### src/rtl/uart_tx_fifo.sv
// CPU-facing UART transmitter: bus writes are synchronized into a byte FIFO,
// then serialized 8N1, LSB first, onto o_UART_RX.
module uart_tx_fifo #(
   parameter int unsigned CLKS_PER_BIT = 289,
   parameter int unsigned FIFO_DEPTH   = 16,
   parameter int unsigned ADDR_W       = 4
) (
   input  logic            clk,
   input  logic            reset,
   input  logic            i_wr_en,
   input  logic [7:0]      i_data,
   input  logic            i_tx_enable,
   input  logic            i_clear_overflow,
   output logic            o_UART_RX,
   output logic            o_tx_busy,
   output logic            o_fifo_empty,
   output logic            o_fifo_full,
   output logic [ADDR_W:0] o_fifo_count,
   output logic            o_overflow
);

   typedef enum logic [1:0] {IDLE, START, DATA, STOP} state_t;

   localparam logic [15:0]     BAUD_LAST  = 16'(CLKS_PER_BIT - 1);
   localparam logic [ADDR_W:0] COUNT_FULL = (ADDR_W + 1)'(FIFO_DEPTH);

   logic              wr_meta, wr_sync, wr_prev;
   logic              push_req, push, pop, full_now;
   logic [7:0]        mem [FIFO_DEPTH];
   logic [ADDR_W-1:0] wr_ptr, rd_ptr;
   logic [ADDR_W:0]   count, count_next;

   state_t            state, state_next;
   logic [15:0]       baud, baud_next;
   logic [2:0]        bit_idx, bit_next;
   logic [7:0]        shift, shift_next;
   logic              tx_next, busy_next, baud_done;

   // Two-flop synchronizer plus edge flop: one push per bus write cycle
   always_ff @(posedge clk or negedge reset) begin
      if (!reset) begin
         wr_meta <= 1'b0;
         wr_sync <= 1'b0;
         wr_prev <= 1'b0;
      end else begin
         wr_meta <= i_wr_en;
         wr_sync <= wr_meta;
         wr_prev <= wr_sync;
      end
   end

   assign push_req = wr_sync & ~wr_prev;
   assign full_now = (count == COUNT_FULL);
   assign push     = push_req & ~full_now;

   always_ff @(posedge clk) begin
      if (push) mem[wr_ptr] <= i_data;
   end

   always_comb begin
      count_next = count;
      if (push && !pop)      count_next = count + 1'b1;
      else if (!push && pop) count_next = count - 1'b1;
   end

   always_ff @(posedge clk or negedge reset) begin
      if (!reset) begin
         wr_ptr       <= '0;
         rd_ptr       <= '0;
         count        <= '0;
         o_fifo_empty <= 1'b1;
         o_fifo_full  <= 1'b0;
         o_overflow   <= 1'b0;
      end else begin
         if (push) wr_ptr <= wr_ptr + 1'b1;
         if (pop)  rd_ptr <= rd_ptr + 1'b1;
         count        <= count_next;
         o_fifo_empty <= (count_next == '0);
         o_fifo_full  <= (count_next == COUNT_FULL);
         // A dropped write in the same cycle as a clear leaves the flag set
         if (push_req && full_now)  o_overflow <= 1'b1;
         else if (i_clear_overflow) o_overflow <= 1'b0;
      end
   end

   assign o_fifo_count = count;
   assign baud_done    = (baud == BAUD_LAST);

   always_ff @(posedge clk or negedge reset) begin
      if (!reset) begin
         state     <= IDLE;
         baud      <= '0;
         bit_idx   <= '0;
         shift     <= '0;
         o_UART_RX <= 1'b1;
         o_tx_busy <= 1'b0;
      end else begin
         state     <= state_next;
         baud      <= baud_next;
         bit_idx   <= bit_next;
         shift     <= shift_next;
         o_UART_RX <= tx_next;
         o_tx_busy <= busy_next;
      end
   end

   always_comb begin
      state_next = state;
      baud_next  = baud;
      bit_next   = bit_idx;
      shift_next = shift;
      pop        = 1'b0;
      unique case (state)
         IDLE: begin
            baud_next = '0;
            if (i_tx_enable && (count != '0)) begin
               pop        = 1'b1;
               shift_next = mem[rd_ptr];
               bit_next   = '0;
               state_next = START;
            end
         end
         START: begin
            if (baud_done) begin
               baud_next  = '0;
               state_next = DATA;
            end else begin
               baud_next = baud + 1'b1;
            end
         end
         DATA: begin
            if (baud_done) begin
               baud_next  = '0;
               shift_next = {1'b0, shift[7:1]};
               bit_next   = bit_idx + 1'b1;
               if (bit_idx == 3'd7) state_next = STOP;
            end else begin
               baud_next = baud + 1'b1;
            end
         end
         STOP: begin
            if (baud_done) begin
               baud_next  = '0;
               state_next = IDLE;
            end else begin
               baud_next = baud + 1'b1;
            end
         end
      endcase

      // Line level is computed for the next state so the output flop is glitch-free
      tx_next = 1'b1;
      unique case (state_next)
         IDLE:  tx_next = 1'b1;
         START: tx_next = 1'b0;
         DATA:  tx_next = shift_next[0];
         STOP:  tx_next = 1'b1;
      endcase
      busy_next = (state_next != IDLE);
   end

endmodule
### config.mk
export PLATFORM = sky130hd
export DESIGN_NAME = uart_tx_fifo
export DESIGN_NICKNAME = d
export VERILOG_FILES = /design/src/rtl/uart_tx_fifo.sv
export SDC_FILE = /design/constraint.sdc
export NUM_CORES = 1
export LEC_CHECK = 0
export ABC_AREA = 1
export BUFFER_PORTS_ARGS = -buffer_cell sky130_fd_sc_hd__buf_4
export CAP_MARGIN = 40
export CORE_MARGIN = 3
export CORE_UTILIZATION = 60
export CTS_BUF_LIST = sky130_fd_sc_hd__clkbuf_16
export DETAILED_ROUTE_END_ITERATION = 6
export PLACE_DENSITY_LB_ADDON = 0.05
export RECOVER_POWER = 25
export SLEW_MARGIN = 15
export SYNTH_ARGS = -nofsm -noshare
export SYNTH_HDL_FRONTEND = slang
export SYNTH_SLANG_ARGS = --single-unit
### constraint.sdc
create_clock -name clk -period 4.1 [get_ports clk]
set_input_delay 0.205 -clock clk [delete_from_list [all_inputs] [get_ports clk]]
set_output_delay 0.205 -clock clk [all_outputs]
set_load 0.1 [all_outputs]
Yosys cells after proc, flatten, opt, wreduce, memory -nomap -nowiden
Memory sizes are Yosys's and may differ from the RTL's.
Index checks and enable logic that the tools add are counted.
{ "word_totals": {"register_bits": 50, "mem_bits_rw": 128, "inputBits": 13, "output_inout_bits": 10, "elab_cells": 78, "n_memories": 1} }
{ "mem_list": {"columns": ["memory", "words", "word_bits", "read_ports", "rd_clocked_by_memory_dff", "write_ports", "line", "source"], "rows": [
  ["mem", 16, 8, 1, 0, 1, "29", "logic [7:0] mem [FIFO_DEPTH];"]
]} }
{ "classes": {"addsub": 6, "n_eq_ne": 12, "mux": 23, "n_bitwise": 4, "reduce_logical": 16} }
{ "ops": {"columns": ["operator", "count"], "rows": [
  ["$pmux 16 s2", 1],
  ["$add 16x1->16 const B", 1],
  ["$eq 16x9->1 const B", 1],
  ["$mux 16", 1],
  ["$mux 8", 2],
  ["$pmux 8 s2", 1],
  ["$eq 5x5->1 const B", 2],
  ["$mux 2", 5],
  ["$mux 5", 2],
  ["$add 4x1->4 const B", 2],
  ["$eq 2x2->1 const B", 4],
  ["$pmux 2 s4", 1],
  ["$mux 1", 6],
  ["$mux 3", 2],
  ["$pmux 3 s2", 1],
  ["$reduce_bool 2->1", 3],
  ["$add 5x1->5 const B", 1],
  ["$logic_not 5->1", 1],
  ["$reduce_bool 5->1", 1],
  ["$sub 5x1->5 const B", 1],
  ["$eq 2x1->1 const B", 2],
  ["$logic_and 1x1->1", 4],
  ["$logic_not 2->1", 2],
  ["$ne 2x2->1 const B", 2],
  ["other kinds (9)", 12]
]} }

Longest topological paths before layout
Gate-level depths: netlist of the first run.
{ "logic_depth": {"ltp_word": 8, "mapped_depth": 15, "mapped_depth_nobuf": 15} }

Worst setup path after synthesis of the first run
No wires, ideal clock.
{ "synth_timing": {"path_kind": "register to register", "start": "reg count[0], in the netlist o_fifo_count[0]", "end": "mem mem[11][0], enable pin", "setup_time_ns": 0.370, "arrival_time_ns": 2.353, "required_time_ns": 3.730, "slack_ns": 1.377, "path_stages_with_launch": 8, "path_buffers": 0, "synth_period_minus_slack_ns": 2.723, "cell_sequence": "dfrtp_1 inv_1 ha_1 nand3_2 nand2_4 inv_2 nand2_1 nor2_1"} }
{ "synth_between": {"elab_chain_cells": 5} }
{ "synth_lines": {"columns": ["element", "line", "source"], "rows": [
  ["start, declared", "31", "logic [ADDR_W:0] count, count_next;"],
  ["start signal, assigned", "77", "count <= count_next;"],
  ["$eq 5x5->1", "53", "assign full_now = (count == COUNT_FULL);"],
  ["$not 1->1", "54", "assign push = push_req & ~full_now;"],
  ["$and 1x1->1", "54", null],
  ["$mux 1", "57", "if (push) mem[wr_ptr] <= i_data;"],
  ["$mux 1 (implied by the code)", "57", null],
  ["end, declared", "29", null]
]} }
No other way between the ends.

Worst setup path after layout of the first run
{ "layout_timing": {"start": "reg count[0], in the netlist o_fifo_count[0]", "end": "mem mem[3][2], enable pin"} }
The elaborated chain is that of the path after synthesis.

==> results of run 1 <==
## cell families (layout without fill, tap and decap cells)
group	count (synthesis)	in the layout	share of synthesized area (%)
AOI/OAI and AO/OA	128	128	9.40
adders and majority gates	15	15	2.44
buffers and inverters	88	123	4.56
DFF	178	178	66.4
and+or+nand+nor	265	265	15.7
xor gates and xnor gates	12	12	1.47
## worst max path at each step
stage               slack (ns)  depth (start not counted)         end            start
floorplan                 1.38                          7  mem[11][0]  o_fifo_count[0]
global placement          1.79                          7  mem[11][2]  o_fifo_count[0]
detailed placement        1.68                          7   mem[3][3]  o_fifo_count[0]
CTS                       1.68                          7   mem[3][3]  o_fifo_count[0]
global route              1.50                          7   mem[3][2]  o_fifo_count[0]
finish                    1.71                          7   mem[3][2]  o_fifo_count[0]
## area by class of cell
| type | instances | area, µm² | share of cell area [%] |
|---|---|---|---|
| well taps | 168 | 210 | 2.46 |
| inverters | 63 | 239 | 2.79 |
| clock buffers | 17 | 425 | 4.97 |
| multi-input cells | 420 | 2230 | 26.1 |
| repair buffers | 28 | 208 | 2.43 |
| clock inverters | 15 | 144 | 1.68 |
| flip-flops and latches | 178 | 5100 | 59.6 |
## worst max-delay path, delay by kind of cell (launching register included)
family        cells  cell delay (ns)
simple gates      4             1.02
flops             1             0.46
buf+inv           2             0.29
fa+ha+maj         1             0.26
## Yosys cell counts, drive strengths merged
library cell,number
edfxtp,128
nor2,112
nand2,103
o21ai,78
inv,63
dfrtp,48
nand3,38
o22ai,18
ha,15
clkbuf,14
a21oi,13
buf,11
xor2,10
o221ai,9
o211ai,7
nand4,6
nor3,6
dfstp,2
xnor2,2
a211oi,1
a31oi,1
o32ai,1
## through the flow
step	instance area [µm²]	util [%]	setup WS (ns)	cells
finish	8560	69.8	1.71	889
global placement	7960	64.9	1.79	853
CTS	8590	70.0	1.68	889
detailed placement	7990	65.1	1.68	854
floorplan	7680	-	1.38	686
global route	8560	69.8	1.50	889
## power breakdown
part / total [µW] / switching, µW / internal [µW] / leakage, µW
Combinational: 1760 / 1250 / 508 / 0.00122
Sequential: 2300 / 173 / 2130 / 0.00178
Clock: 1550 / 667 / 887 / 0.000261
Total: 5610 / 2090 / 3530 / 0.00326
## routing by layer
metal / up-vias / part of all wire [%] / global-route usage, %
met5: - / 0 / 0
met2: 228 / 47 / 38.7
met3: 38 / 7.4 / 5.75
met1: 2433 / 43 / 35.0
li1: 2408 / - / -
met4: 0 / 2.7 / 10.5
## state kept, by name, summed over array words and instances, names as in the netlist, 2 cells and up
signal        count
mem             128
baud             16
shift             8
o_fifo_count      5
rd_ptr            4
wr_ptr            4
bit_idx           3
state             2
## repair_timing
item / 4_1_cts / 5_1_grt
endpoints found under the setup margin: 0 / 0
hold endpoints to repair: 50 / 0
hold buffers: 3 / 0
==> flow_summary_export.csv, run 1 <==
group,metric,value,unit
global_routing,grt_start_max_net_pins,68,
power,peakVddDrop,0.000429,V
final_layout,antenna_cells,0,
drt,routed_wl,16.6,mm
outcome,outcome,"finished, final reports clean",
drt,drc,0,
placed_design,dp_hpwl,10.5,mm
timing,fin_hold_ws,0.227,ns
clock_network,numCtsBuffers,17,
global_routing,grt_overflow,0,
floorplan,placementRows,40,
timing,worst_pin_slew,1.04,ns
timing,clock-skew-final,0.00972,ns
final_layout,mostFrequentLayoutCells,"128 x edfxtp_1, 103 x nor2_1, 97 x nand2_1",
timing,layout_min_cycle_time,2.39,ns
placed_design,io_buffers,22,
worst_setup_path,critPathLaunchType,"flop",
yosys,synth.area.top_cells,"edfxtp_1 50%, dfrtp_1 16%, nor2_1 5.0%, o21ai_0 5.0%, nand2_1 4.7%",
drt,drtAntennaViolNets,0,
drt,wl_per_cell,18.7,µm
power,finalPower,5610,µW
timing,fin_crit_sh,58.4,%
worst_setup_path,cp-end-kind,"flop",
timing,rsz0062_at_grt,"no",
worst_setup_path,crit_slowest_cell,"nor2_1",
yosys,yosysTopAreaCell,"edfxtp_1",
worst_hold_path,min_to,"rd_ptr[0]",
floorplan,die_w,119,µm
yosys,syn-mean-instance-area,11.2,µm²
clock_network,cts_tree,"done",
yosys,yosysUniqueCellTypes,38,
timing,setup_violations,0,
worst_setup_path,r2r_slack,1.71,ns
timing,max_freq,418,MHz
yosys,ys_warn_count,0,
worst_setup_path,crit_arrival,2.46,ns
drt,drtPass1Iterations,6,
final_layout,drive_gt1_share,10.7,%
drt,dr.first_iter.drc_count,568,
global_routing,grt.total_usage,25.2,%
job,drv_cap,0,
global_routing,grt_pass1_vias,5031,
worst_setup_path,r2r-start,"o_fifo_count[0]",
worst_hold_path,hold_depth,4,
clock_network,cts_max_path_buffers,2,
clock_network,clkLatencyLatePin,0.44,ns
floorplan,die-area,14200,µm²
final_layout,fill_cells,903,
yosys,netlist.area_leader.share,50.1,%
floorplan,initial_core_util,62.6,%
yosys,netlist_instances,686,
clock_network,cts.clk_slew.worst_paths,0.06,ns
global_routing,antenna_found_initial,0,
timing,hold_viol,0,
clock_network,cts_root_buf,"clkbuf_16",
power,power.density,656,nW/µm²
worst_hold_path,min_from,"i_tx_enable",
timing,final_max_slew_viol_count,0,
yosys,syn_nets,714,
clock_network,clkSinkCount,178,
worst_setup_path,path_max_fanout,8,
clock_network,cts_resized,0,
worst_setup_path,path_class,"reg2reg",
worst_setup_path,cp_data_required_time,4.17,ns
power,leakagePower,0.00326,µW
worst_setup_path,rr_worst_depth,7,
yosys,synth_area,7680,µm²
final_layout,final_nets,736,
worst_hold_path,hold_path_class,"in2reg",
final_layout,final_common_cell,"edfxtp_1",
placed_design,globalplace.congestion,0.898,
yosys,ys_ff_latch,178,
yosys,ys_seq_area_share,66.4,%
clock_network,htreeDepth,4,
final_layout,areaGrowthSynthToFinish,11.4,%
floorplan,num_io_pins,23,
worst_setup_path,cp_cell_sequence,"inv_1, ha_1, nand3_2, nand2_4, inv_2, nand2_1, nor2_1",
floorplan,die_h,119,µm
worst_setup_path,r2r_end,"mem[3][2]",
clock_network,post_cts_buffers,0,
drt,num_vias,5107,
timing,slew_headroom,30.3,%
drt,viasPerCell,5.74,
timing,timing.setup.tns,0,ns
global_routing,grt_pass1_wl,26.7,mm
floorplan,coreArea,12300,µm²
worst_setup_path,cpPeakStageDelay,0.58,ns
Note: power is estimated with default switching activity, not from simulation.
==> inputs of run 2 (changes only) <==
ABC_AREA = 0   (was 1)
clock period = 2.3 ns   (was 4.1 ns; I/O delays follow)
==> flow_summary_export.csv, run 2 <==
group,metric,value,unit
outcome,outcome,"finished, final reports clean",
power,leakagePower,0.00318,µW
global_routing,antenna_found_initial,0,
yosys,synth_most_common_cell,"edfxtp_1",
yosys,yosysUniqueCellTypes,49,
global_routing,grt_start_max_net_pins,51,
drt,routed_wl,14.2,mm
drt,wl_per_cell,20.7,µm
clock_network,cts_tree,"done",
worst_hold_path,min_from,"i_tx_enable",
timing,timing.setup.tns,0,ns
yosys,synth_compound_area_share,2.99,%
drt,num_vias,3997,
final_layout,areaGrowthSynthToFinish,17.3,%
drt,drtAntennaViolNets,0,
floorplan,num_io_pins,23,
global_routing,grt_overflow,0,
global_routing,grt_pass1_vias,4074,
yosys,synth_area,7440,µm²
yosys,synth.area.top_cells,"edfxtp_1 52%, dfrtp_1 16%, mux4_2 11%, ha_1 2.5%, nand2_1 2.0%",
timing,fin_hold_ws,0.194,ns
timing,final_max_slew_viol_count,0,
yosys,synth-xor-area-share,2.71,%
placed_design,globalplace.congestion,0.805,
final_layout,largest_register_ffs,128,
final_layout,instances_no_fill,687,
drt,viasPerCell,5.82,
timing,worst_pin_slew,0.726,ns
worst_setup_path,cpPeakStageDelay,0.52,ns
clock_network,cts_root_buf,"clkbuf_16",
final_layout,final_design_area_no_fill,8730,µm²
worst_setup_path,critPathLaunchType,"flop",
floorplan,initial_core_util,61.7,%
yosys,synth_top_cells_by_count,"128 x edfxtp_1, 48 x dfrtp_1, 39 x nand2_1, 38 x mux4_2, 34 x nor2_1",
worst_setup_path,cp_common_cell,"inv_1",
yosys,muxShareOfSynthArea,12.3,%
timing,setup_violations,0,
yosys,syn-mean-instance-area,16.3,µm²
yosys,ys.flop_type,"edfxtp_1",
final_layout,largest-register,"mem",
worst_setup_path,path_class,"reg2reg",
worst_hold_path,min_to,"o_UART_RX",
worst_setup_path,crit_slowest_cell,"dfrtp_4",
worst_setup_path,cp-end-kind,"flop",
final_layout,drive_gt1_share,29.9,%
placed_design,dp_hpwl,9.21,mm
yosys,netlist.area_leader.share,51.6,%
worst_setup_path,cp_data_required_time,2.65,ns
yosys,syn_nets,484,
timing,layout_min_cycle_time,2.16,ns
yosys,synth_edf_count,128,
worst_hold_path,hold_depth,5,
clock_network,numCtsBuffers,17,
timing,clock-skew-final,0.0128,ns
final_layout,final_nets,534,
worst_setup_path,path_max_fanout,9,
floorplan,die_w,117,µm
job,drv_cap,0,
worst_hold_path,hold_path_class,"in2reg",
yosys,ys_seq_area_share,68.5,%
placed_design,io_buffers,22,
floorplan,placementRows,40,
clock_network,clkSinkCount,178,
yosys,netlist_instances,456,
yosys,async_flop_share,28.1,%
power,peakVddDrop,0.000831,V
yosys,synth_fa_ha_area_share,2.52,%
final_layout,final_common_cell,"edfxtp_1",
yosys,synth_top_family_by_area,"multiplexers",
final_layout,reg_top3,"mem (128), baud (16), shift (8)",
global_routing,grt_pass1_wl,23.3,mm
drt,dr.first_iter.drc_count,375,
clock_network,post_cts_buffers,0,
drt,drc,0,
power,power.density,999,nW/µm²
yosys,synth_simple_gate_area_share,8.67,%
final_layout,mostFrequentLayoutCells,"128 x edfxtp_1, 42 x dfrtp_1, 38 x mux4_2",
worst_setup_path,crit_arrival,2.50,ns
timing,max_freq,464,MHz
clock_network,htreeDepth,4,
final_layout,antenna_cells,0,
floorplan,die_h,117,µm
placed_design,postPlaceCellArea,8090,µm²
yosys,ys_ff_latch,178,
timing,hold_viol,0,
yosys,ys_warn_count,0,
worst_setup_path,rr_worst_depth,9,
placed_design,placed_cells,648,
clock_network,cts_max_path_buffers,2,
worst_setup_path,r2r_slack,0.14,ns
worst_setup_path,cp_cell_sequence,"inv_1, ha_4, nor4b_4, nor2_2, o31ai_4, inv_1, ha_1, nand2b_1, o22ai_1",
floorplan,die-area,13800,µm²
timing,fin_crit_sh,93.8,%
clock_network,cts.clk_slew.worst_paths,0.06,ns
clock_network,clkLatencyLatePin,0.43,ns
worst_setup_path,r2r-start,"o_fifo_count[1]",
yosys,yosysTopAreaCell,"edfxtp_1",
global_routing,grt.total_usage,22.5,%
worst_setup_path,r2r_end,"o_UART_RX",
drt,drtPass1Iterations,4,
timing,slew_headroom,51.6,%
floorplan,coreArea,12100,µm²
==> run 2: changes by cell type in the layout (fill, tap and decap cells not counted), sizes merged, moves of 15 or more <==
cell   change
buf       +22
inv       -40
mux4      +38
nand2     -64
nand3     -33
nor2      -77
o21ai     -70
o22ai     -15
==> run 2: worst max path at each step <==
stage / cells after the start / end / start / slack [ns]
finish: 9 / o_UART_RX / o_fifo_count[1] / 0.14
global route: 9 / o_UART_RX / o_fifo_count[1] / -0.02
floorplan: 7 / mem[0][0] / o_fifo_count[0] / -0.07
global placement: 7 / o_fifo_full / o_fifo_count[1] / 0.17
CTS: 9 / o_UART_RX / o_fifo_count[1] / 0.06
detailed placement: 9 / o_UART_RX / o_fifo_count[1] / 0.1
==> run 2: cells by family after synthesis <==
kind of cell | Yosys count
and+or+nand+nor | 126
AOI/OAI and AO/OA | 32
xor gates and xnor gates | 23
buffers and inverters | 38
muxes | 44
DFF | 178
adders and majority gates | 15
==> run 2: critical path: cells and delay by family (launching register included) <==
family	cells	cell delay [ns]
buf+inv	2	0.23
fa+ha+maj	2	0.36
compound gates	2	0.38
simple gates	3	0.60
flops	1	0.52
==> run 2: metrics by stage <==
stage	worst slack, ns	power [µW]	utilization [%]
final	0.143	8720	72.4
after detailed placement	0.0969	6100	67.0
after floorplan	-0.0723	5610	-
after CTS	0.0635	8800	72.3
after global routing	-0.0176	9130	72.4
after global placement	0.173	6070	67.0
==> run 2: power breakdown <==
group | internal [µW] | total, µW | switching (µW)
Sequential | 3770 | 4120 | 346
Clock | 1510 | 2680 | 1170
Combinational | 757 | 1930 | 1180
Total | 6030 | 8720 | 2690
==> run 2: final cells by class <==
| cell class | count | area [µm²] |
|---|---|---|
| sequential | 178 | 5110 |
| inverter | 16 | 62.6 |
| clock buffer | 19 | 475 |
| clock inverter | 13 | 83.8 |
| multi-input combinational | 240 | 2370 |
| fill | 772 | 3330 |
| timing repair buffer | 53 | 418 |
| tap | 168 | 210 |
==> run 2: per-layer routing <==
metal  GRT usage, %  wire, µm
met1           33.7      6150
met4           8.14       128
met2           33.6      6910
met5              0         0
met3           4.63      1010
==> run 2: what timing repair did <==
item,CTS,global route
setup endpoints to repair,0,7
gates resized for setup,0,9
hold buffers,7,0
endpoints found under the hold margin,96,0
